## src/rtl/interlock_unit.sv

```systemverilog
// interlock_unit: decode-side hazard detector for the 5-stage RV32 core.
// It detects load-use hazards, MUL/DIV scoreboard hazards and the MUL/DIV
// structural hazard, and it gives a taken IX redirect priority over any stall.
// Optional feature macro: INTERLOCK_PERF_EN builds a 32-bit stall-cycle counter.
// When the macro is not defined, stall_count is tied to 0.
module interlock_unit #(
  parameter int unsigned NREGS = 32
) (
  input  logic        clk,
  input  logic        rst_n,
  input  logic [4:0]  ID_RS1,
  input  logic [4:0]  ID_RS2,
  input  logic        ID_USE_RS1,
  input  logic        ID_USE_RS2,
  input  logic        ID_IS_MD,
  input  logic [4:0]  IX_RD,
  input  logic        IX_IS_LOAD,
  input  logic        IX_MD_START,
  input  logic        IX_BR_TAKEN,
  input  logic        MD_DONE,
  input  logic [4:0]  MD_RD,
  output logic        pc_hold,
  output logic        ifid_hold,
  output logic        idix_bubble,
  output logic        ifid_flush,
  output logic        md_busy,
  output logic [31:0] stall_count
);

  localparam int unsigned CW = 32;

  typedef enum logic {
    MD_IDLE = 1'b0,
    MD_BUSY = 1'b1
  } md_state_t;

  md_state_t        state_q, state_d;
  logic [NREGS-1:0] pend_q, pend_d;
  logic             rs1_hit, rs2_hit;
  logic             load_use, sb_hit, md_struct, stall;

  // Hazard terms, evaluated in the same cycle as their inputs
  always_comb begin
    rs1_hit   = ID_USE_RS1 && (ID_RS1 != 5'd0);
    rs2_hit   = ID_USE_RS2 && (ID_RS2 != 5'd0);
    load_use  = IX_IS_LOAD && (IX_RD != 5'd0) &&
                ((rs1_hit && (ID_RS1 == IX_RD)) || (rs2_hit && (ID_RS2 == IX_RD)));
    sb_hit    = (rs1_hit && pend_q[ID_RS1]) || (rs2_hit && pend_q[ID_RS2]);
    md_struct = ID_IS_MD && md_busy;
    stall     = load_use || sb_hit || md_struct;
  end

  // Pipeline control; a taken redirect flushes instead of stalling
  always_comb begin
    pc_hold     = 1'b0;
    ifid_hold   = 1'b0;
    idix_bubble = 1'b0;
    ifid_flush  = 1'b0;
    if (IX_BR_TAKEN) begin
      ifid_flush  = 1'b1;
      idix_bubble = 1'b1;
    end else if (stall) begin
      pc_hold     = 1'b1;
      ifid_hold   = 1'b1;
      idix_bubble = 1'b1;
    end
  end

  // Scoreboard next value: the clear is applied first so that a set on the same index wins; x0 is never pending
  always_comb begin
    pend_d = pend_q;
    if (MD_DONE) pend_d[MD_RD] = 1'b0;
    if (IX_MD_START && (IX_RD != 5'd0)) pend_d[IX_RD] = 1'b1;
    pend_d[0] = 1'b0;
  end

  // Scoreboard register
  always_ff @(posedge clk or negedge rst_n) begin
    if (!rst_n) pend_q <= '0;
    else        pend_q <= pend_d;
  end

  // MUL/DIV FSM state register
  always_ff @(posedge clk or negedge rst_n) begin
    if (!rst_n) state_q <= MD_IDLE;
    else        state_q <= state_d;
  end

  // MUL/DIV FSM next state; a start issued while BUSY leaves the FSM in BUSY
  always_comb begin
    state_d = state_q;
    case (state_q)
      MD_IDLE: if (IX_MD_START) state_d = MD_BUSY;
      MD_BUSY: if (MD_DONE && !IX_MD_START) state_d = MD_IDLE;
      default: state_d = MD_IDLE;
    endcase
  end

  assign md_busy = (state_q == MD_BUSY);

`ifdef INTERLOCK_PERF_EN
  logic [CW-1:0] stall_cnt_q;

  // Count the cycles that are real stalls; redirect cycles are not counted
  always_ff @(posedge clk or negedge rst_n) begin
    if (!rst_n)                      stall_cnt_q <= '0;
    else if (stall && !IX_BR_TAKEN)  stall_cnt_q <= stall_cnt_q + CW'(1);
  end

  assign stall_count = stall_cnt_q;
`else
  assign stall_count = '0;
`endif

endmodule

```

## config.mk

```make
export PLATFORM = sky130hd
export DESIGN_NAME = interlock_unit
export DESIGN_NICKNAME = d
export VERILOG_FILES = /design/src/rtl/interlock_unit.sv
export SDC_FILE = /design/constraint.sdc
export NUM_CORES = 1
export LEC_CHECK = 0
export BUFFER_PORTS_ARGS = -buffer_cell sky130_fd_sc_hd__buf_2
export CAP_MARGIN = 20
export CELL_PAD_IN_SITES_DETAIL_PLACEMENT = 1
export CELL_PAD_IN_SITES_GLOBAL_PLACEMENT = 1
export CORE_MARGIN = 2
export CORE_UTILIZATION = 43
export DETAILED_ROUTE_END_ITERATION = 10
export GPL_ROUTABILITY_DRIVEN = 1
export PLACE_DENSITY = 0.95
export SLEW_MARGIN = 20
export SYNTH_ARGS = -nofsm -noshare
export SYNTH_HDL_FRONTEND = slang
export SYNTH_SLANG_ARGS = --single-unit
```

## constraint.sdc

```tcl
create_clock -name clk -period 4 [get_ports clk]
set_input_delay 0.4 -clock clk [delete_from_list [all_inputs] [get_ports clk]]
set_output_delay 0.4 -clock clk [all_outputs]
set_load 0.03 [all_outputs]
```

==> impl_metrics.ini, run 1 <==
[drt]
drc_errors = 0
wire_per_inst_um = 20.1
drt_iter0_drc = 154
drt-pass1-iter-count = 4
vias = 2028
wl_um = 6870
viasPerCell = 5.95
postRouteAntennaNets = 0

[sta]
finalWorstSetupSlack_ns = 1.52
hold_viol = 0
setup_viol = 0
period_needed_ns = 2.48
slew_headroom_pct = 49.5
min_period_over_period_pct = 62.0
tightest_slew_ns = 0.757
rsz0062_at_grt = false
finalSetupTns_ns = 0
holdWs_ns = 0.176
drv_slew = 0
max_freq_mhz = 403
finClkSkew_ns = 0

[setup_path]
cp.arrival_ns = 2.08
r2r_slack_ns = 3.23
crit_type = primary input to output pin
crit_required_ns = 3.60
path_max_fanout = 10
timing.rr.end = pend_q[17]
timing.rr.start = pend_q[17]
end_kind = output pin
worstSetupStartpointType = primary input
r2r_cells = 2

[clock_network]
clkLatencyLatePin_ns = 0.29
cts_tree = built
ctsResizeCount = 0
cts_buffers = 5
hold_buffers = 0
post_cts_buffers = 0
clock_sinks = 32
clockBufferDepth = 2
cts_max_level = 2
clk_pin_slew_ns = 0.06
cts_root_buffer = clkbuf_8

[power_and_ir_drop]
power_density_nw_per_um2 = 408
vdd_drop_max_mv = 0.169
power_leakage_nw = 1.07
total_power_w = 0.00104
pwr-share-seq_pct = 44.2
combPwrFrac_pct = 30.4
switching_share_pct = 35.8
p_sw_w = 0.000372
pwr-share-clk_pct = 25.3
internal-power_w = 0.000668

[global_routing]
grt.total_usage_pct = 22.7
antenna_found_initial = 0
grt_pass1_vias = 1991
grt_remaining_overflow = 0
grt_pass1_wl_um = 10700
grt_max_degree = 33

[final_layout]
final_util_pct = 46.5
finalNetCount = 297
antenna_cells = 0
drive_gt1_share_pct = 21.6
area_growth_pct = 5.28

[floorplanning]
initial_utilization_pct = 44.2
core-area_um2 = 5470
dieArea_um2 = 6240
num_rows = 27
die_x_um = 79.0
die_h_um = 79.0
io_pins = 66

[job]
drv_cap = 0

[yosys]
avgSynthCellArea_um2 = 9.91
yosysWarningCount = 0
synth-edff-count = 0
synthFlopType = dfrtp_1
ys_seq_area_share_pct = 33.1
async_reset_ff_share_pct = 100
synth_cell_types = 40
synth_seq_cells = 32
syn_area_um2 = 2420
synth_cells = 244

[placed_design]
dp_slack_ns = 1.51
dp_hpwl_um = 5190
gp_congestion = 0.902
port_buffers = 33

[hold_path]
min_path_type = primary input to asynchronous set/reset pin

[run_status]
status = complete, no violations
critical path, stage by stage:
cell      delay, ns
buf_2          0.25
mux4_2         0.55
nand4b_1       0.14
nand2_1        0.11
nor4_4         0.30
a31oi_1        0.13
buf_2          0.19
Yosys cell counts (2+ instances only):
library cell   n  share of area (%)
a21oi_1        2               0.41
a31oi_1        2               0.52
buf_2          4               0.83
buf_4         35                 11
buf_6          3                1.4
clkbuf_1       4               0.62
dfrtp_1       32                 33
inv_1          3               0.47
mux2_2         2               0.93
mux2i_1        6                2.5
mux4_1         7                7.6
mux4_2         6                5.6
nand2_1        9                1.4
nand2b_1       2               0.52
nand3_1        9                1.9
nand3b_1      11                3.4
nand4_1        2               0.52
nand4b_1       3                1.1
nor2_1         5               0.78
o2111a_1       2               0.93
o21ai_0       63                 13
or3_1          3               0.78
or3b_2         3                1.1
xnor2_1       10                3.6
cells in the final DEF (no fill, tap or decap), drive strengths merged:
master / count
nand4: 2
nor4: 2
nand2: 9
a31o: 1
inv: 3
mux4: 13
o31ai: 1
o211ai: 1
conb: 32
nor2b: 1
o2111a: 2
nand3: 9
nor2: 5
a21oi: 2
xnor2: 10
a221o: 1
buf: 33
or4: 2
and2b: 1
dfrtp: 32
a21o: 1
clkinv: 2
nand3b: 11
nand4b: 3
a31oi: 2
mux2i: 6
or3b: 3
or3: 3
nor3: 2
mux2: 2
o21ai: 64
clkbuf: 6
nand2b: 2
final cells by class:
class,count,area (µm²)
fillers,646,2930
multi-input cells,193,1390
flip-flops and latches,32,801
repair buffers,33,165
well taps,72,90.1
clock buffers,6,82.6
inverters,3,11.3
clock inverters,2,10.0
power by group through the flow:
| stage | Combinational [W] | Clock [W] | Sequential, W |
|---|---|---|---|
| CTS | 0.000314 | 0.000270 | 0.000457 |
| finish | 0.000317 | 0.000264 | 0.000460 |
| global route | 0.000343 | 0.000282 | 0.000468 |
| detailed placement | 0.000313 | 0 | 0.000463 |
| floorplan | 0.000266 | 0 | 0.000436 |
| global placement | 0.000295 | 0 | 0.000454 |
metal layers:
layer | GRT usage (%) | vias to the layer above | wire (µm)
li1 | - | 885 | -
met1 | 30.2 | 1034 | 2910
met2 | 38.4 | 100 | 3370
met3 | 3.75 | 9 | 493
met4 | 6.03 | 0 | 96
met5 | 0 | - | 0
state kept, by name, indices dropped and copies added (netlist names):
name and count:
pend_q 31, md_busy 1
worst max-delay path by stage:
stage,startpoint,to,cells after the start
2_1_floorplan,IX_RD[3],pc_hold,7
3_3_place_gp,ID_RS1[2],pc_hold,7
3_5_place_dp,ID_RS1[2],pc_hold,7
4_1_cts,ID_RS1[2],pc_hold,7
5_1_grt,ID_RS1[2],ifid_hold,7
6_report,ID_RS1[2],pc_hold,7
per-stage QoR:
stage / instance area (µm²) / instances
3_3_place_gp: 2450 / 333
3_5_place_dp: 2450 / 333
6_report: 2550 / 341
4_1_cts: 2550 / 341
2_1_floorplan: 2530 / 275
5_1_grt: 2550 / 341
cells by family (layout without fill, tap and decap cells):
kind of cell	Yosys count	in the layout	share of synthesized area, %
AO/OA/AOI/OAI	75	75	17.6
AND/OR/NAND/NOR	55	55	14.5
buffers and inverters	50	44	14.4
flip-flops	32	32	33.1
multiplexers	21	21	16.6
XOR/XNOR	10	10	3.62
other	1	32	0.155
No activity file was read; power rests on OpenSTA's default activity.
==> inputs of run 2 (changes only) <==
- ABC_AREA: unset -> 1
- CORE_UTILIZATION: 43 -> 34
- PLACE_DENSITY: 0.95 -> 0.87
- clock period: 4 -> 2 ns (I/O delays scaled with it)
==> impl_metrics.ini, run 2 <==
[drt]
drt_iter0_drc = 118
postRouteAntennaNets = 0
drc_errors = 0
viasPerCell = 5.11
wire_per_inst_um = 16.1
drt-pass1-iter-count = 4
wl_um = 8420
vias = 2669

[yosys]
synth_area_leaders = dfrtp_1 31%, nand3_1 13%, nand2_1 13%, buf_4 10%, o21ai_0 9.2%
yosysWarningCount = 0
synth_seq_cells = 32
async_reset_ff_share_pct = 100
synth-edff-count = 0
avgSynthCellArea_um2 = 6.60
yosysTopAreaCell = dfrtp_1
synthFlopType = dfrtp_1
synth_cell_types = 24
synth_top_area_share_pct = 30.7
syn_area_um2 = 2610
synthTopCellsByCount = 87 x nand2_1, 70 x nand3_1, 55 x inv_1
yosysMostFrequentCell = nand2_1
ys_seq_area_share_pct = 30.7
synth_cells = 395

[clock_network]
clock_sinks = 32
post_cts_buffers = 0
cts_max_level = 2
clockBufferDepth = 2
cts_root_buffer = clkbuf_8
cts_tree = built
cts_buffers = 5
clk_pin_slew_ns = 0.07
clkLatencyLatePin_ns = 0.28

[final_layout]
antenna_cells = 0
layout_common_cells = 87 x nand2_1, 69 x nand3_1, 55 x inv_1, 48 x o21ai_0
instances_no_fill = 522
final_common_cell = nand2_1
largest_register_ffs = 31
largest-register = pend_q
finalNetCount = 451
drive_gt1_share_pct = 11.8
area_growth_pct = 6.96

[power_and_ir_drop]
combPwrFrac_pct = 34.0
switching_share_pct = 40.0
internal-power_w = 0.00129
pwr-share-seq_pct = 41.9
p_sw_w = 0.000861
pwr-share-clk_pct = 24.1
vdd_drop_max_mv = 0.457
power_leakage_nw = 1.41
power_density_nw_per_um2 = 772

[floorplanning]
die_h_um = 91.6
dieArea_um2 = 8390
io_pins = 66
die_x_um = 91.6
initial_utilization_pct = 35.6
num_rows = 31
core-area_um2 = 7330

[sta]
finClkSkew_ns = 0
rsz0062_at_grt = false
tightest_slew_ns = 0.710
setup_viol = 0
slew_headroom_pct = 52.7
max_freq_mhz = 529
hold_viol = 0
drv_slew = 0
finalSetupTns_ns = 0
period_needed_ns = 1.89
min_period_over_period_pct = 94.6

[placed_design]
dp_hpwl_um = 6570
dpl.cell_count = 513
port_buffers = 33
gp_congestion = 0.898

[global_routing]
grt_pass1_vias = 2697
grt_remaining_overflow = 0
grt.total_usage_pct = 20.5
grt_max_degree = 33
antenna_found_initial = 0
grt_pass1_wl_um = 13800

[hold_path]
min_path_type = primary input to register

[setup_path]
cp-startpoint = pend_q[4]
worstSetupStartpointType = register
r2r_cells = 2
end_kind = output pin
timing.rr.start = pend_q[26]
cp.arrival_ns = 1.69
path_max_fanout = 3
crit_type = register to output pin
r2r_slack_ns = 1.23
crit_end = ifid_hold
crit_required_ns = 1.80
timing.rr.end = pend_q[26]

[run_status]
status = complete, no violations

[job]
drv_cap = 0
run 2: cell count changes in the layout (fill, tap and decap cells not counted), moves of 8 or more:
cell,before,now
nand2_1,9,87
nand3_1,9,69
inv_1,3,55
o21ai_0,63,48
nand3b_1,11,3
o31ai_1,0,8
run 2: per-layer routing:
layer	up-vias	track usage [%]	wire [µm]
met1	1283	28.6	3880
li1	1273	-	-
met2	102	32.3	3870
met4	0	6.19	95
met5	-	0	0
met3	11	3.32	568
run 2: power groups by stage:
stage / Clock (W) / Sequential [W] / Combinational [W]
global placement: 0 / 0.000902 / 0.000683
floorplan: 0 / 0.000864 / 0.000577
detailed placement: 0 / 0.000909 / 0.000716
global route: 0.000549 / 0.000919 / 0.000826
finish: 0.000519 / 0.000903 / 0.000732
CTS: 0.000515 / 0.000897 / 0.000722
run 2: how the worst min path moves through the flow:
stage	start	end	slack [ns]	depth (start not counted)
4_1_cts	MD_DONE	md_busy	0.17	2
6_report	MD_DONE	md_busy	0.17	2
3_3_place_gp	rst_n	pend_q[22]	0.28	1
5_1_grt	MD_DONE	md_busy	0.21	2
2_1_floorplan	rst_n	md_busy	-0.1	0
3_5_place_dp	rst_n	pend_q[21]	0.29	1
run 2: area by class of cell:
cell class | instances | area (µm²)
clock buffers | 8 | 90.1
inverters | 61 | 231
well taps | 99 | 124
fillers | 977 | 4540
flip-flops and latches | 32 | 801
repair buffers | 35 | 185
multi-input cells | 287 | 1360
run 2: kinds of logic after synthesis:
| logic type | Yosys count | share of synthesized area (%) |
|---|---|---|
| xor gates and xnor gates | 7 | 2.35 |
| DFF | 32 | 30.7 |
| other | 1 | 0.144 |
| AOI/OAI and AO/OA | 64 | 13.3 |
| buffers and inverters | 107 | 21.9 |
| and+or+nand+nor | 184 | 31.6 |
run 2: what timing repair did:
| item | in CTS | in global routing |
|---|---|---|
| endpoints found under the setup margin | 0 | 2 |
| hold buffers | 1 | 0 |
| hold endpoints to repair | 32 | 0 |
| resized for setup | 0 | 2 |
run 2: metrics by stage:
step                      worst slack [ns]  utilization (%)  instance area, µm²  hold slack [ns]  total power (W)
final                                0.108             38.0                2790            0.173          0.00215
after global routing               0.00909             38.0                2790            0.212          0.00229
after CTS                           0.0475             37.9                2780            0.168          0.00213
after detailed placement            0.0510             36.6                2680            0.287          0.00162
after global placement              0.0657             36.6                2680            0.283          0.00158
after floorplan                      0.376                -                2720          -0.0956          0.00144
run 2: worst max-delay path, stage by stage (launching register included):
cell and delay, ns:
dfrtp_1 0.40, or2_1 0.23, nand3_1 0.07, nand3_1 0.08, nand3_1 0.10, nand3_1 0.10
nand3_2 0.10, nand3_2 0.06, nand2_1 0.06, inv_1 0.04, buf_2 0.17
